[src/rtl/fetch_defs.sv]
// fetch_defs: shared state encodings and constants for the fetch stage
package fetch_defs;
  typedef enum logic [1:0] {IDLE, RUN, HOLD, DROP} state_t;
  localparam logic [31:0] NOP_INSTR = 32'h0;
  localparam logic [31:0] DEFAULT_RESET_PC = 32'h0040_0000;
endpackage

[src/rtl/fetch_skid_buffer.sv]
// fetch_skid_buffer: one-entry {instr, pc4} register with load/clear/full
module fetch_skid_buffer (
  input  logic        clock,
  input  logic        reset_n,
  input  logic        load,
  input  logic        clear,
  input  logic [31:0] instr_in,
  input  logic [31:0] pc4_in,
  output logic [31:0] instr,
  output logic [31:0] pc4,
  output logic        full
);
  always_ff @(posedge clock or negedge reset_n)
    if (!reset_n) begin
      instr <= '0;
      pc4 <= '0;
      full <= 1'b0;
    end else if (clear) full <= 1'b0;
    else if (load) begin
      instr <= instr_in;
      pc4 <= pc4_in;
      full <= 1'b1;
    end
endmodule

[src/rtl/fetch_stage.sv]
// fetch_stage: PC, ready-handshaked imem port, skid buffer and decode register
module fetch_stage
  import fetch_defs::*;
#(
  parameter logic [31:0] RESET_PC = DEFAULT_RESET_PC
) (
  input  logic        clock,
  input  logic        reset_n,
  output logic        imem_req,
  output logic [31:0] imem_addr,
  input  logic        imem_ready,
  input  logic [31:0] imem_rdata,
  input  logic        stall_D,
  input  logic        pc_src,
  input  logic [31:0] jump_address,
  output logic [31:0] pc_F,
  output logic [31:0] instruction_D,
  output logic [31:0] pc_plus_four_D,
  output logic        valid_D
);
  state_t state, state_n;
  logic [31:0] pc, pc_n, target, target_n, instr_n, pc4_n, buf_instr, buf_pc4;
  logic valid_n, bubble, buf_load, buf_clear, buf_full;
  wire fire = imem_req & imem_ready;
  wire redirect = pc_src & valid_D & ~stall_D;
  wire [31:0] pc4 = pc + 32'd4;
  assign imem_req = state == RUN || state == DROP;
  assign imem_addr = pc;
  assign pc_F = pc;
  fetch_skid_buffer u_skid (
    .clock(clock), .reset_n(reset_n), .load(buf_load), .clear(buf_clear),
    .instr_in(imem_rdata), .pc4_in(pc4), .instr(buf_instr), .pc4(buf_pc4), .full(buf_full)
  );
  always_comb begin
    state_n = state;
    pc_n = pc;
    target_n = target;
    instr_n = instruction_D;
    pc4_n = pc_plus_four_D;
    valid_n = valid_D;
    bubble = 1'b0;
    buf_load = 1'b0;
    buf_clear = 1'b0;
    case (state)
      IDLE: state_n = RUN;
      RUN:
        if (redirect) begin
          bubble = 1'b1;
          if (fire) pc_n = jump_address;
          else begin
            target_n = jump_address;
            state_n = DROP;
          end
        end else if (fire) begin
          pc_n = pc4;
          if (stall_D) begin
            buf_load = 1'b1;
            state_n = HOLD;
          end else begin
            instr_n = imem_rdata;
            pc4_n = pc4;
            valid_n = 1'b1;
          end
        end else bubble = ~stall_D;
      HOLD:
        if (!stall_D) begin
          buf_clear = 1'b1;
          state_n = RUN;
          if (redirect) begin
            bubble = 1'b1;
            pc_n = jump_address;
          end else begin
            instr_n = buf_instr;
            pc4_n = buf_pc4;
            valid_n = buf_full;
          end
        end
      DROP: begin
        bubble = ~stall_D;
        if (fire) begin
          pc_n = target;
          state_n = RUN;
        end
      end
      default: state_n = IDLE;
    endcase
    instr_n = bubble ? NOP_INSTR : instr_n;
    pc4_n = bubble ? 32'h0 : pc4_n;
    valid_n = bubble ? 1'b0 : valid_n;
  end
  always_ff @(posedge clock or negedge reset_n)
    if (!reset_n) begin
      state <= IDLE;
      pc <= RESET_PC;
      target <= '0;
      instruction_D <= NOP_INSTR;
      pc_plus_four_D <= '0;
      valid_D <= 1'b0;
    end else begin
      state <= state_n;
      pc <= pc_n;
      target <= target_n;
      instruction_D <= instr_n;
      pc_plus_four_D <= pc4_n;
      valid_D <= valid_n;
    end
endmodule

[config.mk]
export PLATFORM = sky130hd
export DESIGN_NAME = fetch_stage
export DESIGN_NICKNAME = d
export VERILOG_FILES = /design/src/rtl/fetch_defs.sv /design/src/rtl/fetch_skid_buffer.sv /design/src/rtl/fetch_stage.sv
export SDC_FILE = /design/constraint.sdc
export NUM_CORES = 1
export LEC_CHECK = 0
export BUFFER_PORTS_ARGS = -buffer_cell sky130_fd_sc_hd__buf_4
export CAP_MARGIN = 40
export CORE_MARGIN = 8
export CORE_UTILIZATION = 48
export DETAILED_ROUTE_END_ITERATION = 10
export PLACE_DENSITY = 0.71
export SETUP_SLACK_MARGIN = 0.5
export SYNTH_ARGS = -nofsm -noshare
export SYNTH_HDL_FRONTEND = slang
export SYNTH_SLANG_ARGS = --single-unit
[constraint.sdc]
create_clock -name clock -period 2.63 [get_ports clock]
set_input_delay 0 -clock clock [delete_from_list [all_inputs] [get_ports clock]]
set_output_delay 0 -clock clock [all_outputs]
set_load 0.01 [all_outputs]
==> run metrics, run 1 <==
Max Freq approximately 0.5 GHz; Worst EP required roughly 3000 ps; #FFs+latches synth 196; CP Data Arrival Time 2410 ps; die area about 25000 um2; Synth Instances ~910; warnings from Yosys 0; top post-synthesis cells by area dfrtp_1 (51%), mux2_2 (6.4%), o21ai_0 (6.2%), mux2i_1 (5.6%), nand2_1 (4.3%); CP Class flip-flop to flip-flop; Startpoint Class flip-flop; most common cell in the netlist dfrtp_1; Post-Syn Nets 978; mapped cell area 9570 um2; Worst-Margin Slew roughly 730 ps; Initial DRT Pass Iterations 5; clock-pin slew on the worst setup and hold paths 80 ps; Via density about 5.5; CP Cell Sequence ha_1, and3_1, nand4_1, or3_1, a31oi_1, o21bai_1; endpoint class of the critical path flip-flop; Die Span Y between 150 and 200 um; Core Region 19500 um2; Max IR drop VDD between 0.5 and 0.6 mV; Cell Area, Placed between 10000 and 15000 um2; CTS tree built; pwr dens 956 nW/um2; GPL Wtd Cong between 0.8 and 0.9; hold_ws ~74 ps; Post-DP HPWL 18400 um; insertion delay to the later sink of the worst-skew pair 440 ps; IO Count around 200; fin nets around 1200; top_reg_cell synth dfrtp_1; RSZ-0062 raised after global routing false; DR iter-0 viols about 630; async set-reset flop share out of synthesis 100%; site row count 51; first-pass GRT wire length about 42000 um; Max Clock Skew between 10 and 15 ps; area leader, netlist dfrtp_1; GRT Residual Overflow 0; Slew Viols, Final 0; number of distinct library cells after synthesis 61; Worst slew margin about 51%; Crit Path Max Fanout 10; post-route ant nets 0; via count of the first global-routing pass ~7600; sequential share of the synthesized area about half; CTS root buf clkbuf_16; Die W ~160 um; routed wire length around 26000 um; status complete, no violations; P_leak 5.68 nW; Final min period 2040 ps; setup tns final 0 ps; Area Overhead vs Synth 30.5%; routed len/inst between 15 and 20 um; Post-synth EDFFs 0; H-tree Lvls 4; max-cap violation count 0; pin count of the biggest net entering global routing 86; clock sinks 196; design area 12500 um2; TritonCTS Buffers 17; # diodes 0; final hold viol count 0; All-Layer GR Usage between 20% and 30%; antenna violations before repair 0; Worst path slowest cell dfrtp_2; top cell type's share of synthesized area about half; Crit path largest cell delay about 500 ps; Buffers on Ports ~200; period utilization between 70% and 80%; setup violators final 0; clock buffer depth 2; via count between 7000 and 8000; syn_area_per_cell between 10 and 15 um2; Hold Crit Class primary input to flip-flop; most instantiated cells after synthesis dfrtp_1 (195), o21ai_0 (119), nand2_1 (110); drc violations 0; initial core utilization approximately half; layout cells sized above 1 a little over 30%
## power by group
| group | leakage (nW) | switching [W] | internal [W] | total (W) |
|---|---|---|---|---|
| clock | 0.303 | 0.00125 | 0.00145 | 0.00270 |
| sequential | 2.47 | 0.000989 | 0.00409 | 0.00508 |
| combinational | 2.90 | 0.00208 | 0.00209 | 0.00417 |
## cells by family after synthesis
logic type               after synthesis  share of synthesized area, %
AO/OA/AOI/OAI                        238                          15.0
AND/OR/NAND/NOR                      218                          10.9
multiplexers                         124                          13.9
XOR/XNOR                              28                          2.56
adder cells (fa/ha/maj)                1                         0.131
buffers and inverters                103                          6.17
flip-flops                           196                          51.3
## sequential cells by signal, indices dropped and copies added, names as in the netlist
signal / cells
state: 2
imem_addr: 32
u_skid.full: 1
pc_plus_four_D: 32
u_skid.pc4: 32
u_skid.instr: 32
instruction_D: 32
target: 32
valid_D: 1
## layout by cell type, fill, tap and decap left out, drive strengths merged, types with 20 or more instances in the layout
cell,n
buf,227
xnor2,20
nor2,42
dfrtp,195
a21oi,31
dlygate4sd3,67
mux2i,54
nand2,111
o21ai,125
mux2,70
## routing by layer
metal	vias to the layer above	global-route usage, %	wire length, um
li1	3639	-	-
met1	3854	30.3	12100
met2	236	32.9	12100
met3	32	4.44	1570
met4	0	7.16	555
met5	-	0	0
## metrics by stage
step	setup WS (ps)	util [%]	instances	total power [W]
after floorplan	825	-	908	0.00741
after global placement	431	56.9	1301	0.00903
after detailed placement	405	56.9	1301	0.00917
after CTS	510	63.5	1400	0.0120
after global routing	458	64.0	1404	0.0127
final	587	64.0	1404	0.0119
## what timing repair did
action | in CTS | in global routing
setup endpoints to repair | 16 | 50
pin swaps | 0 | 2
resized for setup | 3 | 11
setup buffers | 0 | 4
endpoints found under the hold margin | 199 | 0
hold buffers | 67 | 0
## critical path: cells and delay by family, from the launching register on
kind	cells	cell delay, ps
flops	1	500
compound gates	2	260
fa+ha+maj	1	260
simple gates	3	950
## final timing paths
path	start	to	slack [ps]	depth (start not counted)
setup reg to reg	imem_addr[2]	imem_addr[12]	590	6
hold / removal	pc_src	imem_addr[7]	70	4
hold reg to reg	instruction_D[24]	instruction_D[24]	480	2
setup / recovery	imem_addr[2]	imem_addr[12]	590	6
min in group asynchronous	reset_n	instruction_D[23]	180	2
max in group asynchronous	reset_n	instruction_D[11]	1600	3
## cell type report
type | count | area [um2]
fill | 1572 | 7040
sequential | 196 | 4910
multi-input combinational | 609 | 4170
timing repair buffer | 295 | 2440
clock buffer | 17 | 425
tap | 265 | 332
clock inverter | 15 | 190
inverter | 7 | 26.3
No activity file was read; power rests on OpenSTA's default activity.
==> run 2: changes to the inputs <==
Settings changed: PLACE_DENSITY 0.71 to 0.74.
Clock period 2.63 ns to 1.7 ns, I/O delays scaled along.
==> run metrics, run 2 (synthesized netlist as in run 1, its figures left out) <==
Hold Crit Class primary input to async pin; worst setup margin -70.5 ps; first-pass GRT wire length between 50000 and 60000 um; final core utilization just over 80%; Worst EP required 2030 ps; Crit path largest cell delay about 400 ps; All-Layer GR Usage 27.9%; H-tree Lvls 4; max-cap violation count 0; drc violations 0; total power approximately 0.023 W; final hold viol count 0; CTS root buf clkbuf_16; fin nets about 1400; CP Class flip-flop to flip-flop; CP Cell Sequence and4_4, buf_4, and4_4, nand3_2, xor2_1, buf_4, o211ai_1; site row count approximately 50; RSZ-0062 raised after global routing true; TritonCTS Buffers 17; routed len/inst ~25 um; Cell Area, Placed around 12000 um2; insertion delay to the later sink of the worst-skew pair 450 ps; Die Span Y roughly 160 um; Post-DP HPWL slightly below 20000 um; Via density about 6; via count of the first global-routing pass ~9400; period utilization 104%; Initial DRT Pass Iterations 7; setup violators final between 40 and 50; Max IR drop VDD between 0.8 and 0.9 mV; most frequent cells in the layout buf_4 (278), dfrtp_1 (181), nand2_1 (91); clock sinks 196; layout cells sized above 1 between 50% and 60%; status finished with violations; pin count of the biggest net entering global routing between 50 and 60; CTS tree built; setup tns final -1010 ps; Die W between 150 and 200 um; commonest non-fill, non-tap cell in the layout buf_4; clock buffer depth 2; pwr dens between 1000 and 1500 nW/um2; antenna violations before repair 0; Worst-Margin Slew about 450 ps; CP Data Arrival Time about 2100 ps; endpoint class of the critical path flip-flop; GPL Wtd Cong between 0.8 and 0.9; Buffers on Ports ~200; Worst slew margin between 60 and 70%; design area approximately 16000 um2; Core Region 19500 um2; Max Freq ~0.56 GHz; IO Count 199; Max Clock Skew between 10 and 15 ps; GRT Residual Overflow 0; Slew Viols, Final 0; # diodes 0; initial core utilization 49.0%; Worst path slowest cell dfrtp_1; via count 9655; post-route ant nets 0; P_leak 7.37 nW; hold_ws about 69 ps; failing checks setup timing; Crit Path Max Fanout 4; die area around 25000 um2; routed wire length around 40000 um; r2r setup slk -70 ps; DR iter-0 viols roughly 780; Final min period approximately 1800 ps; Startpoint Class flip-flop; clock-pin slew on the worst setup and hold paths ~80 ps; Area Overhead vs Synth 68.6%
==> run 2: worst max-delay path: cells and delay by family, from the launching register on <==
family                 cells  cell delay, ps
buffers and inverters      2             280
XOR/XNOR                   1             140
flip-flops                 1             400
AO/OA/AOI/OAI              1             260
AND/OR/NAND/NOR            3             580
==> run 2: area by class of cell <==
type | count | area, um2
flip-flops and latches | 196 | 4920
multi-input cells | 609 | 5290
fillers | 926 | 3390
clock buffers | 17 | 425
clock inverters | 15 | 186
repair buffers | 470 | 4950
inverters | 7 | 31.3
well taps | 265 | 332
==> run 2: stage by stage <==
step | setup WS [ps] | instances
after floorplan | 108 | 908
after global placement | 79.4 | 1363
after global routing | -87.9 | 1579
after detailed placement | -3.76 | 1363
after CTS | 81.5 | 1535
final | -70.5 | 1579
==> run 2: final timing paths <==
kind                            cells after the start                  to         startpoint
max in group asynchronous                           3   instruction_D[10]            reset_n
min in group clock                                  4  pc_plus_four_D[14]             pc_src
worst min register to register                      2   pc_plus_four_D[0]  pc_plus_four_D[0]
worst min-delay path                                2   instruction_D[22]            reset_n
worst max register to register                      7       imem_addr[21]      imem_addr[16]
worst max-delay path                                7       imem_addr[21]      imem_addr[16]
==> run 2: where the power goes <==
part	internal (W)	switching, W	total, W
registers	0.00636	0.00148	0.00783
logic	0.00560	0.00542	0.0110
clock network	0.00224	0.00204	0.00429
==> run 2: repair_timing <==
item | 4_1_cts | 5_1_grt
gates cloned | 23 | 11
gates resized for setup | 154 | 160
endpoints found under the setup margin | 202 | 218
hold buffers | 66 | 0
endpoints found under the hold margin | 308 | 0
buffers inserted | 51 | 33
pin swaps | 52 | 61
==> run 2: metal layers <==
metal,part of all wire (%),track usage [%],wire length [um],vias to the layer above
li1,-,-,-,4019
met1,35,33.5,14200,4803
met2,51,48.2,20500,656
met3,8.3,5.35,3340,177
met4,5.0,11.6,2010,0
met5,0,0,0,-
==> run 3: changes to the inputs <==
Settings changed: ABC_AREA from default to 1, BUFFER_PORTS_ARGS -buffer_cell sky130_fd_sc_hd__buf_4 to -buffer_cell sky130_fd_sc_hd__buf_2.
==> run metrics, run 3 <==
status finished with violations; site row count slightly above 50; H-tree Lvls 4; mapped cell area 9480 um2; Die Span Y around 160 um; Area Overhead vs Synth 51.7%; Die W between 150 and 200 um; antenna violations before repair 0; via count of the first global-routing pass ~9400; endpoint class of the critical path flip-flop; drc violations 0; Initial DRT Pass Iterations 7; fin nets ~1600; layout cells sized above 1 between 40% and 50%; via count between 10000 and 15000; top cell type's share of synthesized area roughly 51%; most frequent cells in the layout nand2_1 (321), buf_2 (197), dfrtp_1 (174); CP Cell Sequence nand2_4, buf_6, nor3_4, inv_4, buf_12, clkbuf_16, nand2_2, o21ai_1; initial core utilization slightly below 50%; async set-reset flop share out of synthesis 100%; hold_ws roughly 86 ps; syn_area_per_cell 8.06 um2; pin count of the biggest net entering global routing between 60 and 70; post-route ant nets 0; insertion delay to the later sink of the worst-skew pair approximately 450 ps; GRT Residual Overflow 0; warnings from Yosys 0; Post-synth EDFFs 0; critical path's top delay family buffers and inverters; clock sinks 196; RSZ-0062 raised after global routing true; Worst slew margin between 60% and 70%; Via density ~5.7; Crit path largest cell delay between 500 and 600 ps; clock buffer depth 2; top post-synthesis cells by area dfrtp_1 (51%), nand2_1 (16%), o21ai_1 (3.7%), nor2_1 (3.6%), o21ai_0 (3.5%); pwr dens 1860 nW/um2; Worst Path Buf+Inv 4; first-pass GRT wire length a little over 50000 um; CP Data Arrival Time about 2100 ps; # diodes 0; max-cap violation count 0; P_leak 7.00 nW; r2r setup slk -110 ps; Max Freq about 0.55 GHz; routed wire length roughly 36000 um; CTS root buf clkbuf_16; top_reg_cell synth dfrtp_1; CTS tree built; Synth Instances between 1000 and 1500; DR iter-0 viols 980; area leader, netlist dfrtp_1; TritonCTS Buffers 17; die area roughly 25000 um2; Worst EP required approximately 2000 ps; commonest non-fill, non-tap cell in the layout nand2_1; sequential share of the synthesized area between 50% and 60%; Crit Path Max Fanout 7; Core Region around 19000 um2; Post-Syn Nets approximately 1200; Max IR drop VDD around 0.9 mV; final hold viol count 0; CP Class flip-flop to flip-flop; period utilization 106%; routed len/inst 20.1 um; Max Clock Skew 11.0 ps; pre-CTS setup slack -81.1 ps; IO Count between 150 and 200; clock-pin slew on the worst setup and hold paths roughly 80 ps; worst setup margin -106 ps; GPL Wtd Cong ~0.96; number of distinct library cells after synthesis 39; Hold Crit Class primary input to async pin; most instantiated cells after synthesis nand2_1 (395), dfrtp_1 (195), nor2_1 (90); #FFs+latches synth 196; Slew Viols, Final 0; most common cell in the netlist nand2_1; Worst path slowest cell dfrtp_2; Buffers on Ports roughly 200; Startpoint Class flip-flop; Post-DP HPWL 20800 um; All-Layer GR Usage 26.0%; Final min period 1810 ps; failing checks setup timing; setup violators final 61; Worst-Margin Slew ~490 ps
-- run 3: cell count changes after synthesis, sizes merged, moves of 30 or more --
cell,change
a21oi,+32
inv,+52
mux2,-66
mux2i,-50
nand2,+286
nor2,+52
o22ai,+30
-- run 3: layout make-up --
| type | count | area [um2] |
|---|---|---|
| Fill cell | 1285 | 5010 |
| Sequential cell | 196 | 4930 |
| Multi-Input combinational cell | 827 | 4900 |
| Timing Repair Buffer | 421 | 3380 |
| Clock buffer | 18 | 439 |
| Tap cell | 265 | 332 |
| Inverter | 59 | 246 |
| Clock inverter | 14 | 150 |
| Timing Repair inverter | 1 | 8.76 |
-- run 3: cells by family after synthesis --
family / after synthesis / synth area share, %
buf+inv: 156 / 7.94
xor+xnor: 14 / 1.29
flops: 196 / 51.7
simple gates: 531 / 22.2
compound gates: 271 / 15.8
fa+ha+maj: 1 / 0.132
mux: 8 / 0.897
-- run 3: metrics by stage --
stage,instances,cell area (um2),setup TNS [ps],power (W),util [%]
after floorplan,1177,10000,0,0.0152,-
after global placement,1632,11300,-77.8,0.0188,58.4
after detailed placement,1632,11300,-81.1,0.0191,58.4
after CTS,1759,13300,0,0.0241,68.4
after global routing,1801,14400,-5830,0.0281,74.2
final,1801,14400,-1820,0.0268,74.2
-- run 3: metal layers --
metal	vias to the layer above	global-route usage, %	part of all wire (%)
met5	-	0	0
met4	0	8.10	4.4
met3	136	6.04	9.5
met2	664	41.3	48
met1	4964	34.7	39
li1	4538	-	-
-- run 3: final timing paths --
check,from,endpoint,depth (start not counted)
min,reset_n,target[25],2
max reg2reg,state[0],u_skid.pc4[11],8
max in group asynchronous,reset_n,imem_addr[17],3
max,state[0],u_skid.pc4[11],8
min reg2reg,u_skid.instr[3],u_skid.instr[3],2
min in group clock,imem_ready,state[1],4
-- run 3: what timing repair did --
action / 4_1_cts / 5_1_grt
endpoints found under the hold margin: 235 / 0
cloned: 7 / 10
pin swaps: 28 / 58
setup endpoints to repair: 210 / 226
gates resized for setup: 87 / 197
hold buffers: 66 / 0
buffers inserted: 22 / 32
-- run 3: power breakdown --
group | switching (W) | internal (W) | total, W
registers | 0.00182 | 0.00691 | 0.00873
clock network | 0.00204 | 0.00201 | 0.00405
logic | 0.00805 | 0.00593 | 0.0140
